### src/rtl/raster_pixel_receiver_if.sv
// Framebuffer write port. The master holds FB_ADDR/FB_DATA stable with FB_WE high
// until the slave answers FB_READY; a word transfers in every cycle with FB_WE && FB_READY.
interface raster_pixel_receiver_if #(
    parameter int ADDR_W = 17
);
    logic              FB_WE;
    logic              FB_READY;
    logic [ADDR_W-1:0] FB_ADDR;
    logic [15:0]       FB_DATA;

    modport master (output FB_WE, output FB_ADDR, output FB_DATA, input FB_READY);
    modport slave  (input FB_WE, input FB_ADDR, input FB_DATA, output FB_READY);
endinterface

### src/rtl/raster_pixel_receiver.sv
// Deserialises rasterizer pixels, clips them to the framebuffer and queues writes.
// Optional macro ALPHA_DISCARD_EN: pixels with colour bit 0 clear are treated as clipped.
module raster_pixel_receiver #(
    parameter int FB_W       = 320,
    parameter int FB_H       = 240,
    parameter int FRAC       = 6,
    parameter int FIFO_DEPTH = 4,
    parameter int ADDR_W     = 17
) (
    input  logic                    CLK,
    input  logic                    RST,
    input  logic                    VALID,
    input  logic                    PX,
    input  logic                    PY,
    input  logic                    C,
    input  logic                    DONE,
    input  logic                    CLR,
    raster_pixel_receiver_if.master fb,
    output logic                    FRAME_DONE,
    output logic [16:0]             PIX_COUNT,
    output logic [16:0]             CLIP_COUNT,
    output logic                    OVERFLOW,
    output logic                    PROTO_ERR,
    output logic [1:0]              dbg_state
);
    localparam int PTR_W = $clog2(FIFO_DEPTH);
    localparam int CRD_W = 16 - FRAC;

    typedef enum logic [1:0] {IDLE = 2'd0, SHIFT = 2'd1, CHECK = 2'd2} state_t;

    state_t            state_q, state_d;
    logic [3:0]        bit_cnt_q, bit_cnt_d;
    logic [15:0]       sx_q, sx_d, sy_q, sy_d, sc_q, sc_d;
    logic [PTR_W:0]    wr_ptr_q, wr_ptr_d, rd_ptr_q, rd_ptr_d;
    logic [ADDR_W-1:0] addr_mem_q [FIFO_DEPTH];
    logic [ADDR_W-1:0] addr_mem_d [FIFO_DEPTH];
    logic [15:0]       data_mem_q [FIFO_DEPTH];
    logic [15:0]       data_mem_d [FIFO_DEPTH];
    logic [16:0]       pix_cnt_q, pix_cnt_d, clip_cnt_q, clip_cnt_d;
    logic              ovf_q, ovf_d, perr_q, perr_d, done_pend_q, done_pend_d;

    logic [CRD_W-1:0]  x_int, y_int;
    logic [ADDR_W-1:0] pix_addr;
    logic              coord_clip, clipped, check, push, pop;
    logic              fifo_empty, fifo_full, frame_done;

    function automatic logic [16:0] sat_inc(input logic [16:0] v);
        return (v == 17'h1FFFF) ? v : v + 17'd1;
    endfunction

    assign x_int      = sx_q[15:FRAC];
    assign y_int      = sy_q[15:FRAC];
    assign coord_clip = sx_q[15] | sy_q[15] | (32'(x_int) >= 32'(FB_W)) | (32'(y_int) >= 32'(FB_H));
    assign pix_addr   = ADDR_W'(y_int) * ADDR_W'(FB_W) + ADDR_W'(x_int);
`ifdef ALPHA_DISCARD_EN
    assign clipped    = coord_clip | ~sc_q[0];
`else
    assign clipped    = coord_clip;
`endif

    // Extra pointer bit distinguishes full from empty when the indices match.
    assign fifo_empty = (wr_ptr_q == rd_ptr_q);
    assign fifo_full  = (wr_ptr_q[PTR_W] != rd_ptr_q[PTR_W]) &&
                        (wr_ptr_q[PTR_W-1:0] == rd_ptr_q[PTR_W-1:0]);
    assign pop        = !fifo_empty && fb.FB_READY;
    assign check      = (state_q == CHECK);
    assign push       = check && !clipped && (!fifo_full || pop);
    assign frame_done = done_pend_q && (state_q == IDLE) && !VALID && fifo_empty;

    assign fb.FB_WE    = !fifo_empty;
    assign fb.FB_ADDR  = fifo_empty ? '0 : addr_mem_q[rd_ptr_q[PTR_W-1:0]];
    assign fb.FB_DATA  = fifo_empty ? '0 : data_mem_q[rd_ptr_q[PTR_W-1:0]];
    assign FRAME_DONE  = frame_done;
    assign PIX_COUNT   = pix_cnt_q;
    assign CLIP_COUNT  = clip_cnt_q;
    assign OVERFLOW    = ovf_q;
    assign PROTO_ERR   = perr_q;
    assign dbg_state   = state_q;

    always_comb begin
        state_d   = state_q;
        bit_cnt_d = bit_cnt_q;
        sx_d      = sx_q;
        sy_d      = sy_q;
        sc_d      = sc_q;
        perr_d    = perr_q;
        case (state_q)
            IDLE: begin
                if (VALID) begin
                    state_d   = SHIFT;
                    bit_cnt_d = '0;
                end
            end
            SHIFT: begin
                sx_d      = {sx_q[14:0], PX};
                sy_d      = {sy_q[14:0], PY};
                sc_d      = {sc_q[14:0], C};
                bit_cnt_d = bit_cnt_q + 4'd1;
                if (VALID) perr_d = 1'b1;
                if (bit_cnt_q == 4'd15) state_d = CHECK;
            end
            CHECK: begin
                // A new transfer may start in the classification cycle.
                if (VALID) begin
                    state_d   = SHIFT;
                    bit_cnt_d = '0;
                end else begin
                    state_d   = IDLE;
                end
            end
            default: state_d = IDLE;
        endcase
        if (CLR) perr_d = 1'b0;
    end

    always_comb begin
        wr_ptr_d    = wr_ptr_q;
        rd_ptr_d    = rd_ptr_q;
        addr_mem_d  = addr_mem_q;
        data_mem_d  = data_mem_q;
        pix_cnt_d   = pix_cnt_q;
        clip_cnt_d  = clip_cnt_q;
        ovf_d       = ovf_q;
        if (push) begin
            addr_mem_d[wr_ptr_q[PTR_W-1:0]] = pix_addr;
            data_mem_d[wr_ptr_q[PTR_W-1:0]] = sc_q;
            wr_ptr_d = wr_ptr_q + (PTR_W+1)'(1);
        end
        if (pop) rd_ptr_d = rd_ptr_q + (PTR_W+1)'(1);
        if (check) begin
            if (clipped)   clip_cnt_d = sat_inc(clip_cnt_q);
            else if (push) pix_cnt_d  = sat_inc(pix_cnt_q);
            else           ovf_d      = 1'b1;
        end
        if (CLR) begin
            pix_cnt_d  = '0;
            clip_cnt_d = '0;
            ovf_d      = 1'b0;
        end
        done_pend_d = DONE | (done_pend_q & ~frame_done);
    end

    always_ff @(posedge CLK) begin
        if (RST) begin
            state_q     <= IDLE;
            bit_cnt_q   <= '0;
            sx_q        <= '0;
            sy_q        <= '0;
            sc_q        <= '0;
            wr_ptr_q    <= '0;
            rd_ptr_q    <= '0;
            pix_cnt_q   <= '0;
            clip_cnt_q  <= '0;
            ovf_q       <= 1'b0;
            perr_q      <= 1'b0;
            done_pend_q <= 1'b0;
        end else begin
            state_q     <= state_d;
            bit_cnt_q   <= bit_cnt_d;
            sx_q        <= sx_d;
            sy_q        <= sy_d;
            sc_q        <= sc_d;
            wr_ptr_q    <= wr_ptr_d;
            rd_ptr_q    <= rd_ptr_d;
            pix_cnt_q   <= pix_cnt_d;
            clip_cnt_q  <= clip_cnt_d;
            ovf_q       <= ovf_d;
            perr_q      <= perr_d;
            done_pend_q <= done_pend_d;
        end
    end

    always_ff @(posedge CLK) begin
        addr_mem_q <= addr_mem_d;
        data_mem_q <= data_mem_d;
    end
endmodule
### src/flat_wrapper.sv
// flat-port wrapper written by rule: the top's interface ports become plain ports
module raster_pixel_receiver_flat 
#(
    parameter int FB_W       = 320,
    parameter int FB_H       = 240,
    parameter int FRAC       = 6,
    parameter int FIFO_DEPTH = 4,
    parameter int ADDR_W     = 17
)
  (CLK, RST, VALID, PX, PY, C, DONE, CLR, FRAME_DONE, PIX_COUNT, CLIP_COUNT, OVERFLOW, PROTO_ERR, dbg_state, fb_FB_WE, fb_FB_ADDR, fb_FB_DATA, fb_FB_READY);
  raster_pixel_receiver_if #(.ADDR_W(ADDR_W)) fb_i ();
  input  logic CLK;
  input  logic RST;
  input  logic VALID;
  input  logic PX;
  input  logic PY;
  input  logic C;
  input  logic DONE;
  input  logic CLR;
  output logic FRAME_DONE;
  output logic [16:0] PIX_COUNT;
  output logic [16:0] CLIP_COUNT;
  output logic OVERFLOW;
  output logic PROTO_ERR;
  output logic [1:0] dbg_state;
  output wire logic [$bits(fb_i.FB_WE)-1:0] fb_FB_WE;
  output wire logic [$bits(fb_i.FB_ADDR)-1:0] fb_FB_ADDR;
  output wire logic [$bits(fb_i.FB_DATA)-1:0] fb_FB_DATA;
  input wire logic [$bits(fb_i.FB_READY)-1:0] fb_FB_READY;
  assign fb_FB_WE = fb_i.FB_WE;
  assign fb_FB_ADDR = fb_i.FB_ADDR;
  assign fb_FB_DATA = fb_i.FB_DATA;
  assign fb_i.FB_READY = fb_FB_READY;
  raster_pixel_receiver #(.FB_W(FB_W), .FB_H(FB_H), .FRAC(FRAC), .FIFO_DEPTH(FIFO_DEPTH), .ADDR_W(ADDR_W)) u_core (.CLK(CLK), .RST(RST), .VALID(VALID), .PX(PX), .PY(PY), .C(C), .DONE(DONE), .CLR(CLR), .fb(fb_i), .FRAME_DONE(FRAME_DONE), .PIX_COUNT(PIX_COUNT), .CLIP_COUNT(CLIP_COUNT), .OVERFLOW(OVERFLOW), .PROTO_ERR(PROTO_ERR), .dbg_state(dbg_state));
endmodule
### config.mk
export PLATFORM = sky130hd
export DESIGN_NAME = raster_pixel_receiver_flat
export DESIGN_NICKNAME = d
export VERILOG_FILES = /design/src/rtl/raster_pixel_receiver_if.sv /design/src/rtl/raster_pixel_receiver.sv /design/src/flat_wrapper.sv
export SDC_FILE = /design/constraint.sdc
export NUM_CORES = 1
export LEC_CHECK = 0
export CAP_MARGIN = 15
export CELL_PAD_IN_SITES_DETAIL_PLACEMENT = 0
export CELL_PAD_IN_SITES_GLOBAL_PLACEMENT = 1
export CORE_ASPECT_RATIO = 1.75
export CORE_MARGIN = 4
export CORE_UTILIZATION = 51
export DETAILED_ROUTE_END_ITERATION = 7
export PLACE_DENSITY = 0.81
export SLEW_MARGIN = 20
export SYNTH_ARGS = -nofsm -noshare
export SYNTH_HDL_FRONTEND = slang
export SYNTH_SLANG_ARGS = --single-unit
### constraint.sdc
create_clock -name CLK -period 6.6 [get_ports CLK]
set_input_delay 1.32 -clock CLK [delete_from_list [all_inputs] [get_ports CLK]]
set_output_delay 1.32 -clock CLK [all_outputs]
set_load 0.01 [all_outputs]
==> run_results.csv, run 1 <==
group,metric,value,unit
grt,grt_pass1_vias,6355,
synth,synthSimpleGateAreaFrac,14.2,%
cts,clock_latency,480,ps
cts,clockBufferDepth,3,
cts,cts_hold_buf,0,
power_and_ir_drop,p_sw_share,19.5,%
critical_path,cp_slowest_cell,"dfxtp_1",
synth,ys_seq_elements,229,
cts,cts_resized,0,
synth,yosysUniqueCellTypes,58,
synth,ys_seq_area_share,61.0,%
power_and_ir_drop,sequentialPowerShare,55.1,%
power_and_ir_drop,p_comb_share,1.6,%
cts,post_cts_buffers,0,
layout,drive_gt1_share,10.9,%
drt,antenna_left,0,
cts,cts_inserted_buffers,21,
synth,ys_warn_count,0,
run,maxCapViolCount,0,
synth,synth.top_cell.area_share,41.0,%
synth,yosys.area_share.adder,4.16,%
floorplanning,rows,66,
cts,h-tree-depth,1,
floorplanning,start_util,51.8,%
synth,synthMuxAreaShare,8.32,%
synth,synth_top_family_by_area,"simple AND/OR/NAND/NOR gates",
timing,setup_viol,0,
floorplanning,die_y,190,um
power_and_ir_drop,leakagePower,3.97,nW
timing,tns,0,ps
synth,synth_cells,770,
critical_path,rrSetupSlack,3540,ps
timing,finalCritPeriodShare,66.6,%
floorplanning,pin_count,82,
critical_path,crit_buf_inv,2,
synth,yosys.area.top_type,"edfxtp_1",
grt,antenna_found_initial,0,
power_and_ir_drop,cellPowerDensity,239,nW/um^2
layout,fin_util,61.1,%
timing,hold_violations,0,
critical_path,path_class,"reg2out",
grt,gr-usage-all-layers,17.5,%
synth,synth_edf_count,132,
cts,cts_tree,"built",
floorplanning,coreArea,18700,um^2
timing,slew_violations,0,
place,place_congestion,0.789,
critical_path,crit_path_cell_trace,"xnor2_1 -> nand3b_1 -> buf_4 -> nor4_1 -> clkdlybuf4s50_1",
critical_path,crit_path_start_kind,"flip-flop",
cts,clock_sinks,229,
place,io_buffers,81,
grt,grt_max_degree,66,
floorplanning,dieArea,21300,um^2
outcome,status,"complete, no violations",
grt,grt_overflow,0,
power_and_ir_drop,power.switching,0.530,mW
drt,via_count,6123,
power_and_ir_drop,p_int,2.19,mW
critical_path,path_max_fanout,37,
power_and_ir_drop,p_clk_share,43.3,%
timing,period_needed,4400,ps
critical_path,worst-r2r-cell-count,8,
power_and_ir_drop,peakVddDrop,0.198,mV
layout,diodes,0,
timing,rsz0062_at_grt,"no",
synth,synth_compound_area_share,6.81,%
critical_path,cp.arrival,3080,ps
grt,grt_pass1_wl,30.6,mm
synth,syn_nets,810,
timing,tightest_slew,994,ps
synth,synth_xor_area_share,3.49,%
drt,drc,0,
timing,fmax,227,MHz
cts,cts-root-buf,"clkbuf_16",
layout,area_growth_syn_to_layout,17.8,%
critical_path,crit_family,"flip-flops",
synth,synthesis.area,9680,um^2
floorplanning,die_w,112,um
critical_path,crit_required,5280,ps
synth,synth.avg_cell_area,12.6,um^2
critical_path,worst_setup_path_end_kind,"output pin",
synth,synth-main-ff-cell,"edfxtp_1",
place,dp_hpwl,12.0,mm
drt,drtIter0Drc,252,
drt,firstDrtPassIters,5,
cts,clk_pin_slew_worst_paths,60,ps
critical_path,max_stage_delay,980,ps
hold_path,min_from,"u_core.sy_q[0]$_SDFFE_PP0N_",
hold_path,holdPathEnd,"u_core.sy_q[1]$_SDFFE_PP0N_",
critical_path,r2r-start,"u_core.sy_q[7]$_SDFFE_PP0N_",
synth,synth_area_leaders,"edfxtp_1 41%, dfxtp_1 20%, mux4_2 7.7%, nand2_1 4.5%, ha_1 3.8%",
drt,wl_per_cell,16.7,um
drt,avgViaCountPerCell,5.57,
hold_path,min_path_cells,2,
timing,slew-limit-headroom,33.7,%
drt,drt_wl_total,18.3,mm
layout,nets,887,
hold_path,holdCritPathClass,"reg2reg",
synth,async_flop_share,0,%
timing,finClkSkew,6.65,ps
critical_path,r2r_end,"u_core.addr_mem_q[67]$_DFFE_PP_",
worst max-delay path by stage:
stage	from	endpoint	slack, ps	cells after the start
2_1_floorplan	VALID	FRAME_DONE	3490	1
3_3_place_gp	VALID	FRAME_DONE	2500	3
3_5_place_dp	VALID	FRAME_DONE	2410	3
4_1_cts	u_core.rd_ptr_q[1]$_SDFFE_PP0P_	FRAME_DONE	2120	5
5_1_grt	u_core.rd_ptr_q[1]$_SDFFE_PP0P_	FRAME_DONE	1910	5
6_report	u_core.rd_ptr_q[1]$_SDFFE_PP0P_	FRAME_DONE	2200	5
synth_stat cells (3+ instances only):
library cell / count
nand2b_1: 5
ha_1: 29
buf_2: 8
dfxtp_1: 97
a21oi_1: 71
inv_1: 11
nor2_1: 43
and3_1: 9
a31oi_1: 5
nand4_1: 13
edfxtp_1: 132
nor3_1: 3
mux2i_1: 5
xor2_1: 19
nand2_1: 116
or4_1: 3
xnor2_1: 17
nand3_1: 12
a21o_1: 3
buf_1: 3
clkbuf_1: 27
a41o_1: 4
mux4_2: 33
nor2b_1: 4
or3_1: 8
and2_1: 37
o21ai_0: 6
and4_1: 4
or2_2: 5
nor3b_1: 4
per-stage QoR:
stage	area (um^2)	hold slack (ps)	power, mW	setup slack (ps)	cells
after CTS	11400	455	2.75	2120	1099
after floorplan	9680	432	1.56	3490	770
after global placement	10700	437	1.58	2500	1062
after global routing	11400	471	2.83	1910	1099
final	11400	453	2.72	2200	1099
after detailed placement	10700	446	1.58	2410	1062
placed cells by master (no fill, tap or decap), types with 4 or more instances in the layout:
cell type and count:
edfxtp_1 132, nand2_1 116, dfxtp_1 96, clkdlybuf4s50_1 80, a21oi_1 71, nor2_1 43
and2_1 37, mux4_2 33, ha_1 29, clkbuf_16 22, xor2_1 19, xnor2_1 17
nand4_1 13, nand3_1 12, inv_1 11, buf_4 11, and3_1 9, or3_1 8
o21ai_0 6, or2_2 5, a31oi_1 5, nand2b_1 5, mux2i_1 5, nor2b_1 4
and4_1 4, nor3b_1 4, a41o_1 4, clkinvlp_4 4
metal layers:
layer  track usage (%)  wire (um)  up-vias  share of wire [%]
li1                  -          -     2951                  -
met1              19.7       7050     3006                 38
met2              33.6      10100      132                 55
met3              2.45        725       34                4.0
met4              5.51        506        0                2.8
met5                 0          0        -                  0
layout make-up:
| type | count | area, um^2 |
|---|---|---|
| fillers | 1502 | 7270 |
| flip-flops and latches | 229 | 5910 |
| multi-input cells | 492 | 3580 |
| repair buffers | 92 | 888 |
| clock buffers | 28 | 603 |
| well taps | 238 | 298 |
| clock inverters | 9 | 83.8 |
| inverters | 11 | 41.3 |
power groups by stage:
stage	sequential (mW)	clock (mW)	combinational, mW
2_1_floorplan	1.53	0	0.0301
3_3_place_gp	1.53	0	0.0441
3_5_place_dp	1.53	0	0.0455
4_1_cts	1.50	1.21	0.0456
5_1_grt	1.50	1.28	0.0496
6_report	1.50	1.18	0.0448
tightest hold or removal path: cells and delay by family (launching register included):
family	cells	cell delay [ps]
DFF	1	310
and+or+nand+nor	1	50
AOI/OAI and AO/OA	1	50
cell families after synthesis:
group / Yosys count
compound gates: 108
xor+xnor: 37
fa+ha+maj: 31
buf+inv: 49
flops: 229
mux: 39
simple gates: 277
registers in the layout (all words and copies together), names as in the netlist, 2 cells and up:
name,cells
u_core.addr_mem_q,68
u_core.data_mem_q,64
u_core.CLIP_COUNT,17
u_core.PIX_COUNT,17
u_core.sc_q,16
u_core.sx_q,16
u_core.sy_q,16
u_core.bit_cnt_q,4
u_core.rd_ptr_q,3
u_core.wr_ptr_q,3
u_core.dbg_state,2
No activity file was read; power rests on OpenSTA's default activity.
==> run 2: changes to the inputs <==
Settings changed: CORE_UTILIZATION 51 to 47, PLACE_DENSITY 0.81 to 0.75.
Clock period 6.6 ns to 4.4 ns, I/O delays scaled along.
==> run 2 against run 1 <==
  * Sequential cell count unchanged
  * Sequential share of layout area about the same
  * Routed wire length rose by 4.2%
  * Final cell count up 1.0%
  * Critical path depth unchanged
==> run_results.csv, run 2 (synthesis gave the netlist of run 1 again) <==
group,metric,value,unit
drt,via_count,6109,
layout,diodes,0,
cts,clk_pin_slew_worst_paths,60,ps
hold_path,holdPathEnd,"u_core.sx_q[4]$_SDFFE_PP0N_",
power_and_ir_drop,peakVddDrop,0.303,mV
place,place_inst,1073,
timing,tns,0,ps
power_and_ir_drop,p_clk_share,42.8,%
critical_path,worst_setup_path_end_kind,"output pin",
cts,cts_tree,"built",
grt,grt_pass1_vias,6249,
grt,gr-usage-all-layers,16.9,%
layout,drive_gt1_share,10.6,%
drt,avgViaCountPerCell,5.50,
power_and_ir_drop,p_int,3.27,mW
critical_path,crit_family,"buffers and inverters",
layout,n_fill_cell,1681,
layout,final_cell_mix,"132 x edfxtp_1, 116 x nand2_1, 96 x dfxtp_1",
run,maxCapViolCount,0,
layout,fin_util,56.1,%
timing,hold_violations,0,
place,place_congestion,0.762,
layout,largest_reg_flops,68,
critical_path,cp.arrival,2780,ps
layout,reg_top3,"u_core.addr_mem_q x68, u_core.data_mem_q x64",
timing,whs,449,ps
drt,antenna_left,0,
place,post-place-ws,1150,ps
layout,multiInputGateArea,3580,um^2
timing,fmax,273,MHz
grt,grt_max_degree,65,
critical_path,crit_required,3520,ps
hold_path,holdCritPathClass,"reg2reg",
drt,drc,0,
hold_path,min_from,"u_core.sx_q[3]$_SDFFE_PP0N_",
layout,regArea,5910,um^2
critical_path,rrSetupSlack,1320,ps
timing,setup_viol,0,
drt,wl_per_cell,17.2,um
layout,nets,888,
cts,cts_inserted_buffers,21,
power_and_ir_drop,cellPowerDensity,356,nW/um^2
power_and_ir_drop,p_comb_share,1.7,%
critical_path,max_stage_delay,730,ps
power_and_ir_drop,power.switching,0.789,mW
timing,finalCritPeriodShare,83.2,%
critical_path,r2r-start,"u_core.sy_q[7]$_SDFFE_PP0N_",
place,dpl-instance-area,10700,um^2
grt,grt_overflow,0,
grt,grt_pass1_wl,31.4,mm
cts,clock_latency,480,ps
floorplanning,coreArea,20300,um^2
layout,final_cell_count_no_fill,1110,
floorplanning,die_y,198,um
cts,cts-root-buf,"clkbuf_16",
critical_path,cp_num_cells,5,
power_and_ir_drop,sequentialPowerShare,55.5,%
power_and_ir_drop,p_sw_share,19.4,%
floorplanning,rows,69,
timing,slew_violations,0,
floorplanning,pin_count,82,
layout,area_growth_syn_to_layout,17.7,%
cts,clockBufferDepth,3,
timing,finClkSkew,13.6,ps
grt,antenna_found_initial,0,
floorplanning,start_util,47.7,%
drt,drtIter0Drc,245,
floorplanning,dieArea,23000,um^2
cts,cts_hold_buf,0,
place,io_buffers,81,
timing,tightest_slew,798,ps
cts,clock_sinks,229,
timing,fin_ws,739,ps
critical_path,cp_slowest_cell,"dfxtp_1",
layout,regMostFlops,"u_core.addr_mem_q",
timing,slew-limit-headroom,46.8,%
layout,layout_commonest_cell,"edfxtp_1",
cts,cts_resized,0,
drt,firstDrtPassIters,4,
critical_path,worst-r2r-cell-count,8,
hold_path,min_path_cells,2,
critical_path,path_class,"reg2out",
timing,period_needed,3660,ps
drt,drt_wl_total,19.1,mm
cts,post_cts_buffers,0,
outcome,status,"complete, no violations",
place,dp_hpwl,12.5,mm
critical_path,crit_path_start_kind,"flip-flop",
power_and_ir_drop,leakagePower,3.98,nW
power_and_ir_drop,total_power,4.06,mW
timing,rsz0062_at_grt,"no",
critical_path,crit_buf_inv,2,
floorplanning,die_w,116,um
critical_path,path_max_fanout,37,
cts,h-tree-depth,1,
layout,final_cell_area,11400,um^2
critical_path,r2r_end,"u_core.addr_mem_q[67]$_DFFE_PP_",
critical_path,crit_path_cell_trace,"xnor2_1 -> nand3b_1 -> buf_4 -> nor4_1 -> clkdlybuf4s50_1",
## run 2: changes by cell type in the layout (fill, tap and decap cells not counted)
cell / previous run / this run
clkinvlp_4: 4 / 0
clkbuf_1: 3 / 5
buf_4: 11 / 12
clkbuf_16: 22 / 21
clkbuf_8: 3 / 4
clkinv_1: 0 / 1
clkinv_2: 3 / 4
clkinv_4: 1 / 0
inv_1: 11 / 12
## run 2: area by class of cell
type                    count  share of cell area (%)
repair buffers             93                    7.87
inverters                  11                   0.363
well taps                 248                    2.72
clock inverters             7                   0.505
clock buffers              30                    5.26
flip-flops and latches    229                    51.9
multi-input cells         492                    31.4
## run 2: power groups by stage
stage	combinational [mW]	clock (mW)	sequential, mW
floorplan	0.0451	0	2.30
global placement	0.0678	0	2.30
global route	0.0746	1.88	2.25
CTS	0.0692	1.78	2.25
detailed placement	0.0690	0	2.30
finish	0.0676	1.74	2.25
## run 2: how the worst max path moves through the flow
stage,to,slack (ps),start
2_1_floorplan,u_core.addr_mem_q[16]$_DFFE_PP_,1690,u_core.sy_q[7]$_SDFFE_PP0N_
4_1_cts,FRAME_DONE,680,u_core.rd_ptr_q[1]$_SDFFE_PP0P_
6_report,FRAME_DONE,740,u_core.rd_ptr_q[1]$_SDFFE_PP0P_
3_3_place_gp,FRAME_DONE,1170,VALID
3_5_place_dp,FRAME_DONE,1150,VALID
5_1_grt,FRAME_DONE,530,u_core.rd_ptr_q[1]$_SDFFE_PP0P_
## run 2: per-layer routing
layer / share of wire, % / GRT usage (%)
met4: 1.8 / 4.09
met3: 4.0 / 2.51
met2: 55 / 31.9
met1: 39 / 19.8
met5: 0 / 0
## run 2: worst reg2reg max path, stage by stage, from the launching register on
cell and delay (ps):
dfxtp_1 420, ha_1 270, ha_1 220, fa_1 400, a211o_1 380, a2111o_1 380
o311ai_0 200, nand3_1 200, xnor3_1 320
==> run 3: changes to the inputs <==
Clock period 4.4 ns to 3.6 ns, I/O delays scaled along.
==> run 3 against run 2 <==
  * Design area up 1.3%
  * First-iteration DRC count is 35% higher
  * Final cell count up 0.27%
  * Clock skew decreased by 2.0 ps
  * Critical path type unchanged
  * Largest cell class unchanged
  * Highest routed layer unchanged
==> run_results.csv, run 3 (synthesis gave the netlist of run 1 again) <==
group,metric,value,unit
floorplanning,start_util,47.7,%
power_and_ir_drop,leakagePower,4.03,nW
grt,grt_use_met2,32.5,%
grt,grt_pass1_vias,6438,
layout,n_fill_cell,1617,
hold_path,holdPathEnd,"u_core.sy_q[2]$_SDFFE_PP0N_",
layout,regMostFlops,"u_core.addr_mem_q",
critical_path,worst_setup_path_end_kind,"output pin",
drt,drc,0,
cts,cts_inserted_buffers,21,
critical_path,rrSetupSlack,650,ps
grt,gr-usage-all-layers,17.2,%
cts,cts_tree,"built",
grt,grt_max_degree,50,
place,dp_hpwl,12.6,mm
floorplanning,die_w,116,um
critical_path,crit_buf_inv,2,
critical_path,crit_family,"buffers and inverters",
timing,period_needed,3190,ps
cts,cts_hold_buf,0,
drt,drt_wl_total,19.2,mm
layout,reg_top3,"u_core.addr_mem_q x68, u_core.data_mem_q x64",
floorplanning,dieArea,23000,um^2
place,place_congestion,0.794,
grt,grt_pass1_wl,31.9,mm
cts,clk_pin_slew_worst_paths,70,ps
layout,final_cell_count_no_fill,1113,
hold_path,holdCritPathClass,"reg2reg",
layout,layout_commonest_cell,"edfxtp_1",
layout,final_cell_mix,"132 x edfxtp_1, 116 x nand2_1, 96 x dfxtp_1",
place,io_buffers,81,
layout,drive_gt1_share,11.2,%
timing,tightest_slew,872,ps
layout,fin_util,56.9,%
drt,wl_per_cell,17.3,um
cts,cts-root-buf,"clkbuf_16",
layout,diodes,0,
grt,grt_overflow,0,
floorplanning,rows,69,
timing,rsz0062_at_grt,"no",
power_and_ir_drop,cellPowerDensity,455,nW/um^2
critical_path,crit_path_cell_trace,"xnor2_1 -> nand3b_1 -> buf_4 -> and2_1 -> clkdlybuf4s50_1",
outcome,status,"complete, no violations",
critical_path,crit_path_start_kind,"flip-flop",
drt,via_count,6102,
cts,clock_sinks,229,
cts,clockBufferDepth,3,
run,maxCapViolCount,0,
hold_path,min_from,"u_core.sy_q[1]$_SDFFE_PP0N_",
floorplanning,die_y,198,um
critical_path,r2r_end,"u_core.addr_mem_q[33]$_DFFE_PP_",
cts,post_cts_buffers,0,
place,place_inst,1075,
grt,antenna_found_initial,0,
timing,finalCritPeriodShare,88.6,%
layout,area_growth_syn_to_layout,19.2,%
drt,antenna_left,0,
critical_path,cp.arrival,2470,ps
grt,grtUsageMet1,19.8,%
critical_path,worst-r2r-cell-count,8,
timing,setup_viol,0,
timing,fmax,313,MHz
grt,grt_use_met3,2.69,%
critical_path,max_stage_delay,560,ps
timing,tns,0,ps
drt,drtIter0Drc,330,
grt,busiest_layer,"met2",
critical_path,cp_slowest_cell,"clkdlybuf4s50_1",
timing,slew_violations,0,
floorplanning,pin_count,82,
drt,avgViaCountPerCell,5.48,
timing,slew-limit-headroom,41.9,%
critical_path,crit_required,2880,ps
critical_path,worstSetupStartpoint,"u_core.rd_ptr_q[0]$_SDFFE_PP0P_",
drt,firstDrtPassIters,4,
cts,cts_resized,0,
layout,largest_reg_flops,68,
floorplanning,coreArea,20300,um^2
critical_path,path_max_fanout,36,
hold_path,min_path_cells,2,
timing,finClkSkew,11.6,ps
critical_path,path_class,"reg2out",
cts,h-tree-depth,1,
power_and_ir_drop,peakVddDrop,0.429,mV
critical_path,r2r-start,"u_core.sy_q[7]$_SDFFE_PP0N_",
timing,hold_violations,0,
layout,nets,890,
cts,clock_latency,500,ps
## run 3: changes by cell type in the layout (fill, tap and decap cells not counted), sizes merged
cell and change:
clkbuf -4, bufinv +3, buf +2, clkinvlp +2
## run 3: area by class of cell
cell class / count / area (um^2) / area share [%]
clock buffers: 26 / 596 / 5.16
repair buffers: 95 / 936 / 8.11
clock inverters: 12 / 169 / 1.46
inverters: 11 / 41.3 / 0.358
well taps: 248 / 310 / 2.69
multi-input cells: 492 / 3580 / 31.0
flip-flops and latches: 229 / 5910 / 51.2
## run 3: how the worst max path moves through the flow
stage | to | cells past startpoint
2_1_floorplan | u_core.addr_mem_q[16]$_DFFE_PP_ | 8
3_3_place_gp | u_core.addr_mem_q[50]$_DFFE_PP_ | 8
3_5_place_dp | u_core.addr_mem_q[33]$_DFFE_PP_ | 8
4_1_cts | fb_FB_ADDR[6] | 5
5_1_grt | fb_FB_ADDR[6] | 5
6_report | fb_FB_ADDR[6] | 5
## run 3: worst min-delay path: cells and delay by family (launching register included)
| family | cells | cell delay (ps) |
|---|---|---|
| simple gates | 1 | 50 |
| compound gates | 1 | 50 |
| flops | 1 | 310 |
## run 3: where the power goes
| part | switching [mW] | leakage (nW) | internal [mW] |
|---|---|---|---|
| Clock | 0.945 | 0.368 | 1.47 |
| Combinational | 0.0601 | 1.66 | 0.0251 |
| Sequential | 0.00769 | 2.00 | 2.74 |
## run 3: routing by layer
metal | wire length [um] | vias to the layer above
met2 | 10400 | 115
met5 | 0 | -
li1 | - | 2963
met1 | 7680 | 2994
met3 | 770 | 30
met4 | 362 | 0
## run 3: through the flow
step | instance area (um^2) | worst slack (ps) | total power [mW] | hold WS [ps]
finish | 11500 | 409 | 5.25 | 452
global route | 11500 | 222 | 5.43 | 462
CTS | 11500 | 331 | 5.31 | 448
detailed placement | 10800 | 649 | 2.90 | 446
floorplan | 9680 | 891 | 2.86 | 432
global placement | 10800 | 699 | 2.89 | 436
